File: src/rtl/ascon_arb_pkg.sv
// Shared types and helpers for the Ascon engine arbiter.
package ascon_arb_pkg;

    typedef enum logic [1:0] {
        IDLE = 2'd0,
        RUN  = 2'd1,
        RESP = 2'd2
    } arb_state_e;

    localparam logic MODE_ENC = 1'b0;
    localparam logic MODE_DEC = 1'b1;

    // Requester id width, never below one bit.
    function automatic int unsigned id_width(input int unsigned n);
        return (n <= 2) ? 1 : $clog2(n);
    endfunction

endpackage

File: src/rtl/ascon_engine_arbiter_rr_pick.sv
// Combinational round-robin selector: first set request after last_grant, wrapping.
module ascon_rr_pick
    import ascon_arb_pkg::*;
#(
    parameter int unsigned N_REQ = 2,
    parameter int unsigned IDW   = 1
) (
    input  logic [N_REQ-1:0] req,
    input  logic [IDW-1:0]   last_grant,
    output logic             any,
    output logic [IDW-1:0]   winner
);

    int unsigned idx;

    always_comb begin
        any    = 1'b0;
        winner = '0;
        idx    = 0;
        for (int unsigned k = 1; k <= N_REQ; k++) begin
            idx = (32'(last_grant) + k) % N_REQ;
            if (!any && req[idx[IDW-1:0]]) begin
                any    = 1'b1;
                winner = idx[IDW-1:0];
            end
        end
    end

endmodule

File: src/rtl/ascon_engine_arbiter.sv
// Round-robin arbiter sharing one Ascon encrypt/decrypt engine among N_REQ requesters.
// Optional RUN watchdog is compiled in with `define ASCON_ARB_TIMEOUT_EN.
module ascon_engine_arbiter
    import ascon_arb_pkg::*;
#(
    parameter int unsigned N_REQ       = 2,
    parameter int unsigned Y           = 40,
    parameter int unsigned TAG_W       = 128,
    parameter int unsigned TIMEOUT_CYC = 1024
) (
    input  logic                       clk,
    input  logic                       rst,
    input  logic [N_REQ-1:0]           req_valid,
    input  logic [N_REQ-1:0]           req_mode,
    input  logic [N_REQ*Y-1:0]         req_data,
    output logic [N_REQ-1:0]           req_ready,
    output logic                       eng_enc_start,
    output logic                       eng_dec_start,
    output logic [Y-1:0]               eng_din,
    input  logic                       eng_enc_ready,
    input  logic                       eng_dec_ready,
    input  logic [Y-1:0]               eng_text,
    input  logic [TAG_W-1:0]           eng_tag,
    output logic                       rsp_valid,
    input  logic                       rsp_ready,
    output logic [id_width(N_REQ)-1:0] rsp_id,
    output logic                       rsp_mode,
    output logic [Y-1:0]               rsp_text,
    output logic [TAG_W-1:0]           rsp_tag,
    output logic                       rsp_timeout,
    output logic                       busy
);

    localparam int unsigned IDW = id_width(N_REQ);

    arb_state_e         state_q, state_d;
    logic [IDW-1:0]     last_grant_q, last_grant_d;
    logic [N_REQ-1:0]   req_ready_q, req_ready_d;
    logic               enc_start_q, enc_start_d;
    logic               dec_start_q, dec_start_d;
    logic [Y-1:0]       din_q, din_d;
    logic               rsp_valid_q, rsp_valid_d;
    logic [IDW-1:0]     rsp_id_q, rsp_id_d;
    logic               rsp_mode_q, rsp_mode_d;
    logic [Y-1:0]       rsp_text_q, rsp_text_d;
    logic [TAG_W-1:0]   rsp_tag_q, rsp_tag_d;
    logic               rsp_timeout_q, rsp_timeout_d;
    logic               busy_q, busy_d;

    logic               pick_any;
    logic [IDW-1:0]     pick_id;
    logic               pick_mode;
    logic               sel_ready;
    logic               tmo_hit;

    ascon_rr_pick #(
        .N_REQ (N_REQ),
        .IDW   (IDW)
    ) u_pick (
        .req        (req_valid),
        .last_grant (last_grant_q),
        .any        (pick_any),
        .winner     (pick_id)
    );

    assign pick_mode = req_mode[pick_id];
    // rsp_mode_q holds the running job's mode, so it selects which ready counts.
    assign sel_ready = (rsp_mode_q == MODE_DEC) ? eng_dec_ready : eng_enc_ready;

`ifdef ASCON_ARB_TIMEOUT_EN
    logic [15:0] tmo_cnt_q, tmo_cnt_d;

    assign tmo_hit = (tmo_cnt_q == 16'(TIMEOUT_CYC - 1));

    always_comb begin
        tmo_cnt_d = (state_q == RUN) ? tmo_cnt_q + 16'd1 : '0;
    end

    always_ff @(posedge clk) begin
        if (rst) tmo_cnt_q <= '0;
        else     tmo_cnt_q <= tmo_cnt_d;
    end
`else
    logic tmo_unused;
    assign tmo_unused = (TIMEOUT_CYC != 0);
    assign tmo_hit    = 1'b0;
`endif

    always_comb begin
        state_d       = state_q;
        last_grant_d  = last_grant_q;
        req_ready_d   = '0;
        enc_start_d   = enc_start_q;
        dec_start_d   = dec_start_q;
        din_d         = din_q;
        rsp_valid_d   = rsp_valid_q;
        rsp_id_d      = rsp_id_q;
        rsp_mode_d    = rsp_mode_q;
        rsp_text_d    = rsp_text_q;
        rsp_tag_d     = rsp_tag_q;
        rsp_timeout_d = rsp_timeout_q;

        unique case (state_q)
            IDLE: begin
                if (pick_any) begin
                    req_ready_d[pick_id] = 1'b1;
                    rsp_id_d    = pick_id;
                    rsp_mode_d  = pick_mode;
                    din_d       = req_data[32'(pick_id)*Y +: Y];
                    enc_start_d = (pick_mode == MODE_ENC);
                    dec_start_d = (pick_mode == MODE_DEC);
                    state_d     = RUN;
                end
            end
            RUN: begin
                // Engine completion takes priority over a same-cycle timeout.
                if (sel_ready) begin
                    rsp_text_d    = eng_text;
                    rsp_tag_d     = eng_tag;
                    rsp_timeout_d = 1'b0;
                    enc_start_d   = 1'b0;
                    dec_start_d   = 1'b0;
                    rsp_valid_d   = 1'b1;
                    state_d       = RESP;
                end else if (tmo_hit) begin
                    rsp_text_d    = '0;
                    rsp_tag_d     = '0;
                    rsp_timeout_d = 1'b1;
                    enc_start_d   = 1'b0;
                    dec_start_d   = 1'b0;
                    rsp_valid_d   = 1'b1;
                    state_d       = RESP;
                end
            end
            RESP: begin
                if (rsp_ready) begin
                    rsp_valid_d   = 1'b0;
                    rsp_timeout_d = 1'b0;
                    last_grant_d  = rsp_id_q;
                    state_d       = IDLE;
                end
            end
            default: state_d = IDLE;
        endcase

        busy_d = (state_d != IDLE);
    end

    always_ff @(posedge clk) begin
        if (rst) begin
            state_q       <= IDLE;
            last_grant_q  <= IDW'(N_REQ - 1);
            req_ready_q   <= '0;
            enc_start_q   <= 1'b0;
            dec_start_q   <= 1'b0;
            din_q         <= '0;
            rsp_valid_q   <= 1'b0;
            rsp_id_q      <= '0;
            rsp_mode_q    <= 1'b0;
            rsp_text_q    <= '0;
            rsp_tag_q     <= '0;
            rsp_timeout_q <= 1'b0;
            busy_q        <= 1'b0;
        end else begin
            state_q       <= state_d;
            last_grant_q  <= last_grant_d;
            req_ready_q   <= req_ready_d;
            enc_start_q   <= enc_start_d;
            dec_start_q   <= dec_start_d;
            din_q         <= din_d;
            rsp_valid_q   <= rsp_valid_d;
            rsp_id_q      <= rsp_id_d;
            rsp_mode_q    <= rsp_mode_d;
            rsp_text_q    <= rsp_text_d;
            rsp_tag_q     <= rsp_tag_d;
            rsp_timeout_q <= rsp_timeout_d;
            busy_q        <= busy_d;
        end
    end

    assign req_ready     = req_ready_q;
    assign eng_enc_start = enc_start_q;
    assign eng_dec_start = dec_start_q;
    assign eng_din       = din_q;
    assign rsp_valid     = rsp_valid_q;
    assign rsp_id        = rsp_id_q;
    assign rsp_mode      = rsp_mode_q;
    assign rsp_text      = rsp_text_q;
    assign rsp_tag       = rsp_tag_q;
    assign rsp_timeout   = rsp_timeout_q;
    assign busy          = busy_q;

endmodule

File: config.mk
export PLATFORM = sky130hd
export DESIGN_NAME = ascon_engine_arbiter
export DESIGN_NICKNAME = d
export VERILOG_FILES = /design/src/rtl/ascon_arb_pkg.sv /design/src/rtl/ascon_engine_arbiter_rr_pick.sv /design/src/rtl/ascon_engine_arbiter.sv
export SDC_FILE = /design/constraint.sdc
export NUM_CORES = 1
export LEC_CHECK = 0
export BUFFER_PORTS_ARGS = -buffer_cell sky130_fd_sc_hd__buf_2
export CORE_AREA = 2 2 182 184
export CTS_CLUSTER_DIAMETER = 30
export DETAILED_ROUTE_END_ITERATION = 12
export DIE_AREA = 0 0 184 186
export SLEW_MARGIN = 20
export SYNTH_ARGS = -nofsm -noshare
export SYNTH_HDL_FRONTEND = slang
export SYNTH_HIERARCHICAL = 1
export SYNTH_SLANG_ARGS = --single-unit
File: constraint.sdc
create_clock -name clk -period 1.4 [get_ports clk]
set_input_delay 0.14 -clock clk [delete_from_list [all_inputs] [get_ports clk]]
set_output_delay 0.14 -clock clk [all_outputs]
set_load 0.03 [all_outputs]
---- Word-level counts from Yosys, hierarchy flattened ----
Cells that the tools add are included.
Widths: inputs -> output; s select.
storage, ports and cells
  flip-flop bits (word level) ............. 220
  bits of input ports ..................... 257
  output and inout port bits .............. 217
  word-level logic and storage cells ...... 68
cells by class
  $add $sub $neg .......................... 2
  multiply operators ...................... 1
  magnitude comparators ................... 4
  equal/unequal tests ..................... 5
  shifts and indexed selects .............. 1
  mux-type cells .......................... 26
  bitwise operators ....................... 3
  reduce and logical (&&, ||, !) cells .... 13
operators with widths
  operator             count
  $shiftx 80x8->40     1
  $mux 1               17
  $pmux 1 s2           4
  $lt 1x2->1 const B   3
  $mux 2               3
  $ne 2x2->1 const B   3
  $pmux 2 s3           1
  $reduce_and 2->1     3
  $reduce_and 3->1     2
  $reduce_bool 2->1    3
  $mul 1x3->4 const B  1
  $not 1->1            3
  $reduce_or 3->1      1
  $add 1x1->1 const B  2
  $eq 2x1->1 const B   1
  $eq 2x2->1 const B   1
  $logic_and 1x1->1    2
  $logic_not 2->1      1
  $demux 1 s1          1
  $ge 1x1->1 const B   1
  $logic_not 1->1      1

---- Logic depth before layout (Yosys ltp) ----
  word-level depth ........................ 12
  depth in mapped cells ................... 7
  gate-level depth less buffers ........... 4

---- By module ----
The synthesis kept the hierarchy.
modules (own cells, without submodules)
  module                times used  cells each  area each (µm²)  sequential area each (µm²)
  ascon_engine_arbiter  1           1014        9173.8           4384.2
  ascon_rr_pick         1           2           13.8             0.0

---- Worst setup path before layout ----
Ideal clock, no wire load.
  path type ............................... reg-to-reg
  start point ............................. register rsp_mode_q, in the netlist rsp_mode
  end point ............................... register rsp_text_q[30], in the netlist rsp_text[30]
  library setup time ...................... 132 ps
  arrival time ............................ 1489 ps
  required time ........................... 1268 ps
  path slack .............................. -221 ps
  stages on the path, launching flop included .. 7
  buffers on the path ..................... 3
  period minus slack after synthesis ...... 1621 ps
  cells stage by stage .................... dfxtp_1 mux2_1 buf_4 buf_4 buf_6 nand3_1 a21oi_1
on the way
  longest elaborated chain between the ends .. 2
ends and longest elaborated chain
  element                            line                         RTL
  start, declared                    ascon_engine_arbiter.sv:44   logic rsp_mode_q, rsp_mode_d;
  start signal, assigned             ascon_engine_arbiter.sv:173  rsp_mode_q <= rsp_mode_d;
  $mux 1                             ascon_engine_arbiter.sv:68   assign sel_ready = (rsp_mode_q == MODE_DEC) ? eng_dec_ready : eng_enc_ready;
  $reduce_and 2->1 (no source line)  -
  end signal, assigned               ascon_engine_arbiter.sv:174  rsp_text_q <= rsp_text_d;
  end, declared                      ascon_engine_arbiter.sv:45   logic [Y-1:0] rsp_text_q, rsp_text_d;
No other way between the ends.
A chain may end at the register's enable or synchronous reset.

---- Worst setup path in the final report ----
  start point ............................. input req_valid[0]
  end point ............................... register din_q[38], in the netlist eng_din[38]
on the way
  elaborated cells between the ends (all ways) .. 13
  those cells by class .................... 1 x mul; 1 x shift; 8 x mux; 3 x reduce/logical
RTL lines
  element                                     line                                RTL
  start, declared                             ascon_engine_arbiter.sv:13          input logic [N_REQ-1:0] req_valid,
  $mux 1 (implied by the code) (2 in series)  ascon_engine_arbiter_rr_pick.sv:22  if (!any && req[idx[IDW-1:0]]) begin
  $mux 1                                      ascon_engine_arbiter_rr_pick.sv:22
  $logic_not 1->1                             ascon_engine_arbiter_rr_pick.sv:22
  $logic_and 1x1->1                           ascon_engine_arbiter_rr_pick.sv:22
  $mux 1 (*)                                  ascon_engine_arbiter_rr_pick.sv:22
  net pick_any                                ascon_engine_arbiter.sv:50          logic pick_any;
  $reduce_and 2->1 (no source line) (*)       -
  end signal, assigned                        ascon_engine_arbiter.sv:170         din_q <= din_d;
  end, declared                               ascon_engine_arbiter.sv:41          logic [Y-1:0] din_q, din_d;
The timed path passes the listed nets; every way through them passes the cells marked *. The select of a mux whose other input is x is not followed.

==> impl_results.md <==
* Critical Path Source: req_valid[0]
* Share of cells above drive strength 1 at 44.1%
* Post-layout minimum cycle time at 1480 ps
* Clock H-tree levels at 2
* Initial antenna violation count at 0
* Lkg Pwr at 7.68 nW
* Post-synthesis sequential area ratio at 47.7%
* Worst Path Buf+Inv at 5
* Vias in the first global route at 11400
* Clk_lat worst skew at 550 ps
* Critical Path Start Type: input port
* Worst vdd rail ir drop at between 0.001 and 0.0015 V
* Crit path DAT at approximately 1900 ps
* Worst-Margin Slew at 564 ps
* Failing checks: negative setup slack
* DP Area at 12200 um^2
* Gr usage total at a little over a fifth
* Sw Share at 30.0%
* Reg clk slew, reported paths at 50 ps
* Synth-to-layout area growth at 94.8%
* Cell-internal power at 17.5 mW
* #FFs+latches synth at around 220
* Final worst path period share at 106%
* Worst setup EP type: flop
* Root buffer cell: clkbuf_16
* Synthesized cell area at 9190 um^2
* First-pass GRT wire length at 60.1 mm
* Clk sinks at approximately 220
* CTS tree: yes
* Die H at approximately 190 um
* Min Hold Slack at 68.2 ps
* Post-route ant nets at 0
* Largest net degree at the start of global routing at 76
* Pwr/cell area at 1390 nW/um^2
* DR WL/cell at around 20 um
* Layout Nets at just over 2000
* Critical path's slowest cell: dlygate4sd3_1
* Via count at 11700
* I/O Pins at 474
* TritonCTS Buffers at 52
* Routability cong. at 0.800
* DP Worst Slack at -56.6 ps
* Total power at 24.9 mW
* Core Area at ~32000 um^2
* Initial Util at 28.5%
* Total die area at roughly 34000 um^2
* Grt ovf at 0
* Required time of the critical path at 1840 ps
* Port Buffers at 472
* Die W at 184 um
* Worst r2r src: rsp_mode$_SDFFE_PP0N_
* Cell area after layout at 17900 um^2
* Longest Clk Path Bufs at 3
* Final wirelength at ~43 mm
* Synth unique cells at 32
* Vias/cell at 5.27
* CP max stage delay at 540 ps
* Combinational fraction of design power at between 20% and 30%
* Finish-stage setup viols at 38
* Critical-path cell list: dlygate4sd3_1, buf_2, or2_4, nor3b_4, buf_6, buf_12, buf_4, a211oi_1
* Syn_area_per_cell at 9.04 um^2
* Maxcap violations at 0
* CP top delay family: buffers and inverters
* Outcome: complete, but fails checks
* First-pass DRT Iterations at 5
* Hold path startpoint: req_data[36]
* Hold Path Class: input port to flop
* Synthesized Nets at approximately 1300
* Antenna diodes at 0
* Worst Path Max Fanout at 7
* Clock power share at 48.8%
* Final core occ at a little under three fifths
* Clk_skew at 14.4 ps
* Warnings, synthesis at 6
* RSZ-0062 raised after global routing: yes
* Final hold viol count at 0
* Register share of total power at ~28%
* DRC Markers at 0
* Setup CP Type: input port to flop
* Final slew viol count at 0
* Mapped Cells at ~1000
* Max_slew headroom at roughly 62%
* Worst Slack Setup Final at -83.1 ps
* Post-DP HPWL at about 23 mm
* Net switching power figure at 7.47 mW
* 1st-iter DRT viols at ~540
* # rows at 66
* Max Clk Rate at 674 MHz
cell usage in the layout, fill, tap and decap left out, types with 4 or more instances in the layout:
master,instances
o31ai_2,35
mux2i_2,9
nor2_1,25
a211oi_1,17
nand3_1,157
o31ai_1,120
clkinv_2,14
buf_16,7
nand2_1,4
clkinvlp_4,6
buf_12,28
clkbuf_1,4
buf_6,16
mux2i_1,31
a21oi_1,167
buf_4,38
clkbuf_16,61
clkbuf_8,12
buf_2,470
a211oi_2,23
nand3_2,12
a21oi_2,5
nor2_2,15
dlygate4sd3_1,252
o31ai_4,14
bufinv_16,5
dfxtp_1,216
kinds of logic (layout without fill, tap and decap cells):
group | Yosys count | in the layout | share of synthesized area (%)
DFF | 219 | 219 | 47.7
AOI/OAI and AO/OA | 385 | 385 | 26.7
and+or+nand+nor | 228 | 228 | 12.1
muxes | 45 | 46 | 5.07
buffers and inverters | 138 | 925 | 8.31
other | 1 | 1 | 0.0408
cell usage after synthesis, drive strengths merged:
cell type    n  area (um^2)
dfxtp      219         4380
a21oi      172          861
nand3      169          846
o31ai      169         1270
buf         70          508
clkbuf      65          244
mux2i       43          443
nor2        42          158
a211oi      40          300
nand2        4         15.0
nor3         4         25.0
inv          3         11.3
nand3b       3         22.5
mux2         2         22.5
nor3b        2         20.0
a21boi       1         7.51
conb         1         3.75
nand2b       1         6.26
nor2b        1         6.26
o21ai        1         5.00
o22ai        1         6.26
o32ai        1         8.76
or2          1         6.26
or3b         1         8.76
per-stage QoR:
stage	std cells	setup TNS (ps)
final	2212	-874
after global placement	1833	-112
after CTS	2190	-328
after global routing	2212	-6740
after floorplan	1016	0
after detailed placement	1833	-1320
power by group through the flow:
| stage | clock, mW | combinational (mW) | sequential (mW) |
|---|---|---|---|
| after floorplan | 0 | 1.75 | 7.93 |
| final | 12.2 | 5.75 | 7.01 |
| after global routing | 12.7 | 6.05 | 7.05 |
| after detailed placement | 0 | 4.24 | 7.06 |
| after global placement | 0 | 4.23 | 7.05 |
| after CTS | 12.3 | 5.02 | 6.96 |
sequential cells by signal, indices dropped and copies added, names as in the netlist:
signal,cells
state_q,2
busy,1
rsp_valid,1
rsp_text,40
eng_dec_start,1
eng_din,40
eng_enc_start,1
rsp_mode,1
req_ready,2
rsp_id,1
rsp_tag,128
last_grant_q,1
worst paths after layout:
| check | slack (ps) | cells after the start | to |
|---|---|---|---|
| max reg2reg | -70 | 6 | rsp_tag[73]$_SDFFE_PP0P_ |
| min reg2reg | 460 | 2 | rsp_tag[91]$_SDFFE_PP0P_ |
| max | -80 | 8 | eng_din[38]$_SDFFE_PP0N_ |
| min | 70 | 3 | eng_din[36]$_SDFFE_PP0N_ |
what timing repair did:
action | CTS | global route
gates cloned | 6 | 11
setup buffers | 3 | 10
endpoints found under the hold margin | 215 | 1
resized for setup | 21 | 151
pin swaps | 3 | 20
hold buffers | 250 | 2
endpoints found under the setup margin | 110 | 195
area by class of cell:
class	instances	area, um^2
fill	2635	14300
timing repair buffer	824	6410
multi-input combinational	660	4760
sequential	219	4390
clock buffer	68	1480
tap	408	510
clock inverter	30	328
inverter	3	13.8
worst reg2reg max path, cell delays in order (launching register included):
cell       delay, ps
dfxtp_4          370
mux2i_4          290
buf_6            160
buf_12           130
clkbuf_16        180
o31ai_2           60
a21oi_1          200
routing by layer:
layer	track usage, %	routed length, um	vias up
met4	11.7	1910	0
met1	25.2	16300	5549
li1	-	-	5310
met2	37.4	21300	643
met3	5.79	3440	150
met5	0	0	-
(Power assumes the default switching activity.)
